--- src/rtl/axis_pbs_bridge_if.sv ---
// Bundles the AXI4-Stream input and the Packet Bus output of the AXIS-to-PBS bridge.
// The bridge uses the slave modport; the stream source / PBS sink side uses master.
interface axis_pbs_bridge_if #(
    parameter int DW = 64,
    parameter int UW = 128
);
    logic [DW-1:0]   axis_tdata;
    logic [DW/8-1:0] axis_tstrb;
    logic [UW-1:0]   axis_tuser;
    logic            axis_tvalid;
    logic            axis_tready;
    logic            axis_tlast;
    logic [DW-1:0]   pbs_data;
    logic [DW/8-1:0] pbs_ctrl;
    logic            pbs_wr;
    logic            pbs_rdy;

    modport slave (
        input  axis_tdata, axis_tstrb, axis_tuser, axis_tvalid, axis_tlast, pbs_rdy,
        output axis_tready, pbs_data, pbs_ctrl, pbs_wr
    );

    modport master (
        output axis_tdata, axis_tstrb, axis_tuser, axis_tvalid, axis_tlast, pbs_rdy,
        input  axis_tready, pbs_data, pbs_ctrl, pbs_wr
    );
endinterface

--- src/rtl/axis_pbs_bridge.sv ---
// AXIS-to-PBS bridge: emits one module-header word per packet, then the packet's
// byte-reversed payload words, the last one tagged with a one-hot end-of-packet ctrl.
module axis_pbs_bridge #(
    parameter int C_AXIS_DATA_WIDTH   = 64,
    parameter int C_AXIS_USER_WIDTH   = 128,
    parameter int NUM_QUEUES          = 8,
    parameter int NUM_QUEUES_WIDTH    = $clog2(NUM_QUEUES),
    parameter int C_PBS_SRC_PORT_POS  = 16,
    parameter int C_PBS_DST_PORT_POS  = 48,
    parameter int C_PBS_IOQ_STAGE_NUM = 'hFF
) (
    input  logic              clk,
    input  logic              reset,
    axis_pbs_bridge_if.slave  bus
);
    localparam int DW = C_AXIS_DATA_WIDTH;
    localparam int NB = DW / 8;
    localparam int KW = $clog2(NB);
    localparam logic [KW-1:0] MAX_K = KW'(NB - 1);

    typedef enum logic {S_HEADER, S_PAYLOAD} state_t;

    state_t                r_state_reg;
    state_t                w_state_next;
    logic                  r_wr_reg;
    logic                  w_wr_next;
    logic [DW-1:0]         r_data_reg;
    logic [DW-1:0]         w_data_next;
    logic [NB-1:0]         r_ctrl_reg;
    logic [NB-1:0]         w_ctrl_next;
    logic                  w_tready;
    logic                  w_accept;
    logic [DW-1:0]         w_rev_data;
    logic [DW-1:0]         w_header;
    logic [NUM_QUEUES_WIDTH-1:0] w_src_idx;
    logic [KW-1:0]         w_last_k;
    logic [NB-1:0]         w_last_ctrl;
    logic                  w_unused;

    // Only the low 32 metadata bits carry meaning; the rest is ignored on purpose.
    assign w_unused = ^bus.axis_tuser;

    // PBS byte order is the mirror of the wire order.
    generate
        for (genvar gi = 0; gi < NB; gi++) begin : g_rev
            assign w_rev_data[gi*8 +: 8] = bus.axis_tdata[(NB-1-gi)*8 +: 8];
        end
    endgenerate

    // Descending scan so the lowest set bit of the src one-hot wins.
    always_comb begin
        w_src_idx = '0;
        for (int i = NUM_QUEUES - 1; i >= 0; i--) begin
            if (bus.axis_tuser[16 + i]) begin
                w_src_idx = NUM_QUEUES_WIDTH'(i);
            end
        end
    end

    always_comb begin
        w_header = '0;
        w_header[15:0] = bus.axis_tuser[15:0];
        w_header[C_PBS_SRC_PORT_POS +: NUM_QUEUES_WIDTH] = w_src_idx;
        w_header[C_PBS_DST_PORT_POS +: NUM_QUEUES] = bus.axis_tuser[24 +: NUM_QUEUES];
    end

    // Highest valid byte k maps to ctrl bit NB-1-k; an empty strobe behaves like k=0.
    always_comb begin
        w_last_k = '0;
        for (int i = 0; i < NB; i++) begin
            if (bus.axis_tstrb[i]) begin
                w_last_k = KW'(i);
            end
        end
        w_last_ctrl = NB'(1) << (MAX_K - w_last_k);
    end

    assign w_accept = bus.axis_tvalid & bus.pbs_rdy;

    always_comb begin
        w_state_next = r_state_reg;
        w_wr_next    = 1'b0;
        w_data_next  = r_data_reg;
        w_ctrl_next  = r_ctrl_reg;
        w_tready     = 1'b0;
        case (r_state_reg)
            S_HEADER: begin
                if (w_accept) begin
                    w_wr_next    = 1'b1;
                    w_data_next  = w_header;
                    w_ctrl_next  = NB'(C_PBS_IOQ_STAGE_NUM);
                    w_state_next = S_PAYLOAD;
                end
            end
            S_PAYLOAD: begin
                w_tready = bus.pbs_rdy;
                if (w_accept) begin
                    w_wr_next   = 1'b1;
                    w_data_next = w_rev_data;
                    w_ctrl_next = bus.axis_tlast ? w_last_ctrl : '0;
                    if (bus.axis_tlast) begin
                        w_state_next = S_HEADER;
                    end
                end
            end
            default: w_state_next = S_HEADER;
        endcase
    end

    always_ff @(posedge clk) begin
        if (reset) begin
            r_state_reg <= S_HEADER;
            r_wr_reg    <= 1'b0;
            r_data_reg  <= '0;
            r_ctrl_reg  <= '0;
        end else begin
            r_state_reg <= w_state_next;
            r_wr_reg    <= w_wr_next;
            r_data_reg  <= w_data_next;
            r_ctrl_reg  <= w_ctrl_next;
        end
    end

    assign bus.axis_tready = w_tready;
    assign bus.pbs_wr      = r_wr_reg;
    assign bus.pbs_data    = r_data_reg;
    assign bus.pbs_ctrl    = r_ctrl_reg;
endmodule

--- src/flat_wrapper.sv ---
// flat-port wrapper written by rule: the top's interface ports become plain ports
module axis_pbs_bridge_flat 
#(
    parameter int C_AXIS_DATA_WIDTH   = 64,
    parameter int C_AXIS_USER_WIDTH   = 128,
    parameter int NUM_QUEUES          = 8,
    parameter int NUM_QUEUES_WIDTH    = $clog2(NUM_QUEUES),
    parameter int C_PBS_SRC_PORT_POS  = 16,
    parameter int C_PBS_DST_PORT_POS  = 48,
    parameter int C_PBS_IOQ_STAGE_NUM = 'hFF
)
  (clk, reset, bus_axis_tdata, bus_axis_tstrb, bus_axis_tuser, bus_axis_tvalid, bus_axis_tlast, bus_pbs_rdy, bus_axis_tready, bus_pbs_data, bus_pbs_ctrl, bus_pbs_wr);
  axis_pbs_bridge_if #(.DW(64), .UW(128)) bus_i ();
  input  logic clk;
  input  logic reset;
  input wire logic [$bits(bus_i.axis_tdata)-1:0] bus_axis_tdata;
  input wire logic [$bits(bus_i.axis_tstrb)-1:0] bus_axis_tstrb;
  input wire logic [$bits(bus_i.axis_tuser)-1:0] bus_axis_tuser;
  input wire logic [$bits(bus_i.axis_tvalid)-1:0] bus_axis_tvalid;
  input wire logic [$bits(bus_i.axis_tlast)-1:0] bus_axis_tlast;
  input wire logic [$bits(bus_i.pbs_rdy)-1:0] bus_pbs_rdy;
  output wire logic [$bits(bus_i.axis_tready)-1:0] bus_axis_tready;
  output wire logic [$bits(bus_i.pbs_data)-1:0] bus_pbs_data;
  output wire logic [$bits(bus_i.pbs_ctrl)-1:0] bus_pbs_ctrl;
  output wire logic [$bits(bus_i.pbs_wr)-1:0] bus_pbs_wr;
  assign bus_i.axis_tdata = bus_axis_tdata;
  assign bus_i.axis_tstrb = bus_axis_tstrb;
  assign bus_i.axis_tuser = bus_axis_tuser;
  assign bus_i.axis_tvalid = bus_axis_tvalid;
  assign bus_i.axis_tlast = bus_axis_tlast;
  assign bus_i.pbs_rdy = bus_pbs_rdy;
  assign bus_axis_tready = bus_i.axis_tready;
  assign bus_pbs_data = bus_i.pbs_data;
  assign bus_pbs_ctrl = bus_i.pbs_ctrl;
  assign bus_pbs_wr = bus_i.pbs_wr;
  axis_pbs_bridge #(.C_AXIS_DATA_WIDTH(C_AXIS_DATA_WIDTH), .C_AXIS_USER_WIDTH(C_AXIS_USER_WIDTH), .NUM_QUEUES(NUM_QUEUES), .NUM_QUEUES_WIDTH(NUM_QUEUES_WIDTH), .C_PBS_SRC_PORT_POS(C_PBS_SRC_PORT_POS), .C_PBS_DST_PORT_POS(C_PBS_DST_PORT_POS), .C_PBS_IOQ_STAGE_NUM(C_PBS_IOQ_STAGE_NUM)) u_core (.clk(clk), .reset(reset), .bus(bus_i));
endmodule
--- config.mk ---
export PLATFORM = sky130hd
export DESIGN_NAME = axis_pbs_bridge_flat
export DESIGN_NICKNAME = d
export VERILOG_FILES = /design/src/rtl/axis_pbs_bridge_if.sv /design/src/rtl/axis_pbs_bridge.sv /design/src/flat_wrapper.sv
export SDC_FILE = /design/constraint.sdc
export NUM_CORES = 1
export LEC_CHECK = 0
export CAP_MARGIN = 10
export CELL_PAD_IN_SITES_DETAIL_PLACEMENT = 0
export CELL_PAD_IN_SITES_GLOBAL_PLACEMENT = 1
export CORE_MARGIN = 2
export CORE_UTILIZATION = 22
export DETAILED_ROUTE_END_ITERATION = 10
export PLACE_DENSITY = 0.93
export SETUP_SLACK_MARGIN = 0.05
export SLEW_MARGIN = 20
export SYNTH_ARGS = -nofsm -noshare
export SYNTH_HDL_FRONTEND = slang
export SYNTH_SLANG_ARGS = --single-unit
export TNS_END_PERCENT = 30
--- constraint.sdc ---
create_clock -name clk -period 3 [get_ports clk]
set_clock_uncertainty 0.15 [all_clocks]
set_input_delay 0.6 -clock clk [delete_from_list [all_inputs] [get_ports clk]]
set_output_delay 0.6 -clock clk [all_outputs]
set_load 0.01 [all_outputs]
==> metrics.md, run 1 <==
| Metric | Value |
|---|---|
| Status | complete, no violations |
| Final Wtd Congestion | 0.7015 |
| Global-route wire length before repair | 15.32 mm |
| Layout Area Growth over Synthesis | 73.35% |
| Vias in the first global route | 3154 |
| CTS hold repair buffers | 0 |
| Ant diodes | 0 |
| Core Region | 13350 um^2 |
| Final Power | 2481 uW |
| Via density | 4.549 |
| Slew Limit Fails | 0 |
| Die X | 121.5 um |
| RSZ-0062 raised after global routing | false |
| Leakage | 0.001804 uW |
| Tcrit/Tclk final | 84.83% |
| Largest net degree at the start of global routing | 72 |
| Via count | 3198 |
| Max reg flops | 64 |
| Starting density of the core | 22.76% |
| Synth Flop Type | dfxtp_1 |
| Share of cells above drive strength 1 | 5.313% |
| DRC viols | 0 |
| Remaining Overflow, GRT | 0 |
| Num CTS Buffers | 9 |
| Pre-CTS WS | 443.3 ps |
| Cell Area, Synth | 3038 um^2 |
| Power per cell area | 471.1 nW/um^2 |
| CTS tree | yes |
| EDFF count, synth | 0 |
| Starting DRT DRC Count | 129 |
| Syn nets | 563 |
| Post-synthesis async set-or-reset flop share | 0% |
| Floorplan row count | 42 |
| Ports | 279 |
| Setup TNS | 0 ps |
| Setup ws final | 455.1 ps |
| Initial antenna violation count | 0 |
| Setup bufs post-CTS | 0 |
| R2r setup slk | 1120 ps |
| DP HPWL | 7.436 mm |
| First drt pass iteration count | 6 |
| CP Capture Type | output pin |
| Clock-pin slew on the worst setup and hold paths | 60 ps |
| Wire per inst | 14.45 um |
| Register area share after synthesis | 48.76% |
| I/O Buffers | 181 |
| Clock sinks | 74 |
| Die ar. | 14760 um^2 |
| Slew @ Worst Pin | 893.0 ps |
| Post-synth top cells | dfxtp_1, a21oi_1, nand2_1, nand3_1, nor2_1 |
| CP required | 2250 ps |
| Cells after synthesis | 358 |
| Longest Clk Path Bufs | 2 |
| Crit path arrival time | 1790 ps |
| Final design instance area without fill | 5266 um^2 |
| Most numerous cell in the Yosys netlist | dfxtp_1 |
| Hold Fails Final Rpt | 0 |
| Synth warn | 0 |
| Top cell type's share of synthesized area | 48.76% |
| Post_cts resized | 0 |
| Worst Hold Class | flop to flop |
| Final #Nets | 730 |
| Post-route ant nets | 0 |
| Critical Path Start Type | primary input |
| Gr usage total | 13.43% |
| Final min period | 2545 ps |
| Max-cap violations | 0 |
| Max-Slew Margin vs Limit | 40.47% |
| Yosys reg bits | 74 |
| Worst-Skew Late Latency | 330 ps |
| Crit Path Max Fanout | 4 |
| Max Fclk | 392.9 MHz |
| H-tree depth | 3 |
| Peak supply drop | 0.1900 mV |
| DP Area | 4996 um^2 |
| Critical path class | primary input to output pin |
| Hold WS | 299.8 ps |
| WL final | 10.16 mm |
| Most area-consuming cells after synthesis | dfxtp_1, mux2i_1, a21oi_1, a211oi_1, nand3_1 |
| Distinct cells, synth | 29 |
| Die Y | 121.5 um |
| Final setup vio count | 0 |
| Syn avg cell area | 8.486 um^2 |
| Post-synth top area cell | dfxtp_1 |
| Clock root cell | clkbuf_16 |
layout by cell type, fill, tap and decap left out, drive strengths merged:
cell / Yosys / layout
a21oi: 47 / 47
nand2: 40 / 40
nand3: 40 / 40
a21bo: 1 / 1
a31oi: 3 / 3
o21ai: 8 / 8
inv: 4 / 4
o31ai: 2 / 2
clkdlybuf4s50: 0 / 180
nor2: 38 / 38
nor2b: 1 / 1
dfxtp: 74 / 74
nor3: 4 / 4
or4: 1 / 1
nor4: 2 / 2
mux2i: 24 / 24
clkbuf: 18 / 13
o41ai: 1 / 1
buf: 13 / 7
a211o: 2 / 2
nand2b: 1 / 1
or2: 3 / 3
o21bai: 1 / 1
a221oi: 1 / 1
a211oi: 27 / 27
and2: 2 / 2
path summary, 6_finish.rpt:
kind / cells after the start / startpoint / end
setup / recovery: 3 / bus_pbs_rdy / bus_axis_tready
hold / removal: 2 / u_core.bus.pbs_data[27] / u_core.bus.pbs_data[27]
setup reg to reg: 4 / u_core.r_state_reg / u_core.bus.pbs_data[17]
hold reg to reg: 2 / u_core.bus.pbs_data[27] / u_core.bus.pbs_data[27]
worst max-delay path, cell delays in order:
cell	delay, ps
clkdlybuf4s50_1	510
and2_1	140
clkdlybuf4s50_1	540
per-stage QoR:
stage	instances	utilization, %
after CTS	703	39.45
after global placement	690	37.43
after detailed placement	690	37.43
final	703	39.45
after floorplan	358	-
after global routing	703	39.45
area by class of cell:
class / count / area [um^2]
repair buffers: 187 / 1864
well taps: 176 / 220.2
multi-input cells: 249 / 1411
clock buffers: 13 / 270.3
fillers: 1317 / 8082
inverters: 4 / 15.01
flip-flops and latches: 74 / 1485
layer usage:
| metal | up-vias | share of wire (%) | global-route usage [%] |
|---|---|---|---|
| met5 | - | 0 | 0 |
| met4 | 0 | 1.4 | 5.388 |
| met3 | 10 | 11 | 5.733 |
| met2 | 141 | 46 | 22.61 |
| met1 | 1451 | 42 | 14.96 |
| li1 | 1596 | - | - |
logic make-up (layout without fill, tap and decap cells):
logic type,Yosys count,after routing,synth area share (%)
AND/OR/NAND/NOR,132,132,19.48
AO/OA/AOI/OAI,93,93,18.99
flip-flops,74,74,48.76
buffers and inverters,35,204,4.860
multiplexers,24,24,7.908
power breakdown:
part | switching [uW] | total [uW] | internal [uW]
Sequential | 20.0 | 1050 | 1030
Clock | 388 | 1000 | 614
Combinational | 182 | 434 | 251
No activity file was read; power rests on OpenSTA's default activity.
==> inputs of run 2 (changes only) <==
--- a/config.mk
+++ b/config.mk
@@ -9,9 +9,9 @@
 export CELL_PAD_IN_SITES_DETAIL_PLACEMENT = 0
 export CELL_PAD_IN_SITES_GLOBAL_PLACEMENT = 1
 export CORE_MARGIN = 2
-export CORE_UTILIZATION = 22
+export CORE_UTILIZATION = 20
 export DETAILED_ROUTE_END_ITERATION = 10
-export PLACE_DENSITY = 0.93
+export PLACE_DENSITY = 0.86
 export SETUP_SLACK_MARGIN = 0.05
 export SLEW_MARGIN = 20
 export SYNTH_ARGS = -nofsm -noshare
==> constraint.sdc (replaced) <==
create_clock -name clk -period 2.55 [get_ports clk]
set_clock_uncertainty 0.15 [all_clocks]
set_input_delay 0.51 -clock clk [delete_from_list [all_inputs] [get_ports clk]]
set_output_delay 0.51 -clock clk [all_outputs]
set_load 0.01 [all_outputs]
==> metrics.md, run 2 (same netlist as run 1, synthesis figures left out) <==
| Metric | Value |
|---|---|
| Status | complete, no violations |
| DP Area | 5051 um^2 |
| Clock sinks | 74 |
| Fillcell total | 1487 |
| Floorplan row count | 45 |
| Post_cts resized | 0 |
| Max-cap violations | 0 |
| Sequential Power Share | 36.6% |
| Via density | 4.403 |
| Initial antenna violation count | 0 |
| Final setup vio count | 0 |
| Critical Path Start Type | primary input |
| Pre-CTS WS | 178.8 ps |
| Final min period | 2344 ps |
| Hold Fails Final Rpt | 0 |
| Remaining Overflow, GRT | 0 |
| Int Power | 2624 uW |
| CTS tree | yes |
| Sw power | 742.4 uW |
| Setup TNS | 0 ps |
| Peak supply drop | 0.4095 mV |
| R2r setup slk | 980 ps |
| First drt pass iteration count | 4 |
| Max reg flops | 64 |
| Wire per inst | 14.24 um |
| Vias in the first global route | 3127 |
| Global-route wire length before repair | 15.94 mm |
| RSZ-0062 raised after global routing | false |
| Ports | 279 |
| Slew @ Worst Pin | 439.7 ps |
| Final Wtd Congestion | 0.7207 |
| Via count | 3170 |
| Slew Limit Fails | 0 |
| Share of cells above drive strength 1 | 6.391% |
| Die X | 127.2 um |
| Tcrit/Tclk final | 91.91% |
| DRC viols | 0 |
| Worst-Skew Late Latency | 340 ps |
| Ant diodes | 0 |
| Clock root cell | clkbuf_16 |
| CP Capture Type | output pin |
| Gr usage total | 12.57% |
| Most frequent cells in the layout | clkdlybuf4s50_1, dfxtp_1, a21oi_1 |
| CTS hold repair buffers | 0 |
| Logic gate share of total power | 15.4% |
| DP HPWL | 7.558 mm |
| H-tree depth | 3 |
| Die Y | 127.2 um |
| Post-route ant nets | 0 |
| Final design instance area without fill | 5435 um^2 |
| Setup bufs post-CTS | 0 |
| CP required | 1890 ps |
| Starting DRT DRC Count | 103 |
| I/O Buffers | 181 |
| Clock-pin slew on the worst setup and hold paths | 60 ps |
| Core Region | 15030 um^2 |
| Critical path class | primary input to output pin |
| Crit path arrival time | 1680 ps |
| Leakage | 0.001878 uW |
| Sw Ratio | 22.06% |
| Max Fclk | 426.7 MHz |
| Most common cell after layout, fill and taps aside | clkdlybuf4s50_1 |
| Die ar. | 16190 um^2 |
| Largest net degree at the start of global routing | 72 |
| Num CTS Buffers | 9 |
| Clock power frac | 48.0% |
| Setup ws final | 206.4 ps |
| Max-Slew Margin vs Limit | 70.69% |
| Placed insts | 704 |
| Crit Path Max Fanout | 2 |
| Final #Nets | 732 |
| Post-Layout Cell Count | 720 |
| Power per cell area | 619.3 nW/um^2 |
| Starting density of the core | 20.21% |
| WL final | 10.25 mm |
| Hold WS | 300.3 ps |
| Longest Clk Path Bufs | 2 |
| Worst Hold Class | primary input to flop |
| Layout Area Growth over Synthesis | 78.91% |
==> run 2: final cells by class <==
| cell class | count | area, um^2 | area share [%] |
|---|---|---|---|
| Clock buffer | 10 | 250.2 | 4.604 |
| Clock inverter | 6 | 133.9 | 2.463 |
| Inverter | 4 | 15.01 | 0.2762 |
| Multi-Input combinational cell | 249 | 1411 | 25.97 |
| Sequential cell | 74 | 1485 | 27.32 |
| Tap cell | 188 | 235.2 | 4.328 |
| Timing Repair Buffer | 189 | 1904 | 35.04 |
==> run 2: critical path, cell delays in order <==
cell and delay (ps):
clkdlybuf4s50_1 480, and2_1 150, clkdlybuf4s50_1 540
==> run 2: path summary, 6_finish.rpt <==
path	startpoint	to	depth (start not counted)
setup reg to reg	u_core.r_state_reg	u_core.bus.pbs_data[18]	4
setup / recovery	bus_pbs_rdy	bus_axis_tready	3
hold / removal	reset	u_core.bus.pbs_ctrl[2]	2
hold reg to reg	u_core.bus.pbs_data[61]	u_core.bus.pbs_data[61]	2
==> run 2: power by group through the flow <==
stage / combinational (uW) / sequential, uW / clock [uW]
after global placement: 516 / 1250 / 0
after global routing: 560 / 1240 / 1720
after floorplan: 175 / 1280 / 0
after detailed placement: 524 / 1260 / 0
final: 519 / 1230 / 1620
after CTS: 526 / 1230 / 1660
==> run 2: per-layer routing <==
metal	wire [um]	up-vias	GRT usage, %
met5	0	-	0
met4	131	0	4.072
met3	973	9	5.611
met2	4833	133	21.60
met1	4314	1430	13.92
li1	-	1598	-
==> run 2: per-stage QoR <==
step                total power [uW]  utilization (%)
global placement                1771            33.60
floorplan                       1452                -
global route                    3515            36.15
detailed placement              1781            33.60
finish                          3366            36.15
CTS                             3422            36.15
==> inputs of run 3 (changes only) <==
--- a/config.mk
+++ b/config.mk
@@ -8,10 +8,10 @@
 export CAP_MARGIN = 10
 export CELL_PAD_IN_SITES_DETAIL_PLACEMENT = 0
 export CELL_PAD_IN_SITES_GLOBAL_PLACEMENT = 1
-export CORE_MARGIN = 2
+export CORE_MARGIN = 3
 export CORE_UTILIZATION = 20
 export DETAILED_ROUTE_END_ITERATION = 10
-export PLACE_DENSITY = 0.86
+export PLACE_DENSITY_LB_ADDON = 0.1
 export SETUP_SLACK_MARGIN = 0.05
 export SLEW_MARGIN = 20
 export SYNTH_ARGS = -nofsm -noshare
==> metrics.md, run 3 (same netlist as run 1, synthesis figures left out) <==
| Metric | Value |
|---|---|
| Status | complete, no violations |
| Final design instance area without fill | 5441 um^2 |
| Die Y | 129.2 um |
| Global-route wire length before repair | 16.56 mm |
| Worst-Skew Late Latency | 330 ps |
| CP required | 1890 ps |
| Ant diodes | 0 |
| Worst path most repeated cell | clkdlybuf4s50_1 |
| Hold WS | 298.6 ps |
| Most frequent cells in the layout | clkdlybuf4s50_1, dfxtp_1, a21oi_1 |
| Longest Clk Path Bufs | 2 |
| Clock power frac | 47.2% |
| Power per cell area | 611.6 nW/um^2 |
| Via density | 4.412 |
| Sw Ratio | 22.10% |
| Register-to-Register Path Depth | 4 |
| H-tree depth | 3 |
| Core Region | 14700 um^2 |
| Peak supply drop | 0.3210 mV |
| Layout Area Growth over Synthesis | 79.12% |
| R2r startpoint | u_core.r_state_reg |
| Hold Path Origin | u_core.bus.pbs_data[20] |
| Slew @ Worst Pin | 433.6 ps |
| Final #Nets | 734 |
| Crit Path Max Fanout | 4 |
| Logic gate share of total power | 15.9% |
| Initial antenna violation count | 0 |
| Max Fclk | 418.9 MHz |
| Final setup vio count | 0 |
| CP bufs+invs | 2 |
| CP Cell Sequence | clkdlybuf4s50_1, and2_1, clkdlybuf4s50_1 |
| Via count | 3168 |
| Clock-pin slew on the worst setup and hold paths | 60 ps |
| Floorplan row count | 44 |
| Critical path class | primary input to output pin |
| Setup bufs post-CTS | 0 |
| Hold depth | 2 |
| Post_cts resized | 0 |
| Post-route ant nets | 0 |
| Setup TNS | 0 ps |
| Sequential Power Share | 37.0% |
| Stages on the worst setup path | 3 |
| CTS tree | yes |
| Slowest stage delay, CP | 550 ps |
| Most common cell after layout, fill and taps aside | clkdlybuf4s50_1 |
| Max-Slew Margin vs Limit | 71.09% |
| Final Util | 37.02% |
| Largest net degree at the start of global routing | 72 |
| Sw power | 735.4 uW |
| CTS hold repair buffers | 0 |
| Worst path top cell family by delay | buffers and inverters |
| Wire per inst | 15.43 um |
| Max reg flops | 64 |
| DRC viols | 0 |
| Placed insts | 702 |
| RSZ-0062 raised after global routing | false |
| CP Capture Type | output pin |
| Hold Fails Final Rpt | 0 |
| Worst Hold Class | flop to flop |
| First drt pass iteration count | 4 |
| Remaining Overflow, GRT | 0 |
| Die ar. | 16700 um^2 |
| WL final | 11.08 mm |
| Critical Path Start Type | primary input |
| DP HPWL | 7.713 mm |
| Vias in the first global route | 3006 |
| Share of cells above drive strength 1 | 6.554% |
| Final min period | 2387 ps |
| Starting density of the core | 20.67% |
| R2r setup slk | 980 ps |
| Reg-to-reg endpoint | u_core.bus.pbs_data[18] |
| Ports | 279 |
| Worst Hold Path EP | u_core.bus.pbs_data[20] |
| Slew Limit Fails | 0 |
| Num CTS Buffers | 9 |
| Max-cap violations | 0 |
| Leakage | 0.001881 uW |
| DP Area | 5074 um^2 |
| Crit path arrival time | 1730 ps |
| I/O Buffers | 181 |
| Die X | 129.2 um |
| Post-Layout Cell Count | 718 |
| Slowest stage cell on the critical path | clkdlybuf4s50_1 |
| Clock sinks | 74 |
| Final Wtd Congestion | 0.7367 |
| Clock root cell | clkbuf_16 |
| Tcrit/Tclk final | 93.62% |
| Starting DRT DRC Count | 117 |
| Int Power | 2592 uW |
| Gr usage total | 12.82% |
-- run 3: cell count changes in the layout (fill, tap and decap cells not counted), sizes merged --
cell	previous run	this run
buf	9	11
clkbuf	10	11
inv	5	4
-- run 3: worst max path at each step --
stage / startpoint / endpoint / slack (ps)
floorplan: bus_axis_tstrb[2] / u_core.bus.pbs_ctrl[7] / 960
global placement: bus_pbs_rdy / bus_axis_tready / 170
detailed placement: bus_pbs_rdy / bus_axis_tready / 160
CTS: bus_pbs_rdy / bus_axis_tready / 160
global route: bus_pbs_rdy / bus_axis_tready / 90
finish: bus_pbs_rdy / bus_axis_tready / 160
-- run 3: final cells by class --
class	instances	area (um^2)
Fill cell	1493	9258
Timing Repair Buffer	191	1932
Sequential cell	74	1485
Multi-Input combinational cell	249	1411
Clock buffer	11	242.7
Tap cell	184	230.2
Clock inverter	5	125.1
Inverter	4	15.01
-- run 3: power groups by stage --
stage / registers [uW] / clock network (uW) / logic [uW]
detailed placement: 1260 / 0 / 535
CTS: 1230 / 1640 / 538
global placement: 1250 / 0 / 531
finish: 1230 / 1570 / 528
global route: 1240 / 1690 / 571
floorplan: 1280 / 0 / 175
-- run 3: per-stage QoR --
step	setup WS, ps	total power [uW]
global placement	167.7	1785
floorplan	962.8	1452
global route	88.35	3501
CTS	161.1	3411
detailed placement	163.7	1791
finish	162.8	3328
-- run 3: worst reg2reg max path, cell delays in order (launching register included) --
cell	delay [ps]
dfxtp_4	350
buf_12	210
nor3_1	400
nand3_1	170
a211oi_1	210
-- run 3: per-layer routing --
metal  vias up  wire (um)  share of wire (%)  track usage (%)
li1       1601          -                  -                -
met1      1439       4909                 44            16.11
met2       122       4865                 44            19.66
met3         6       1206                 11            6.595
met4         0         99               0.89            2.965
met5         -          0                  0                0
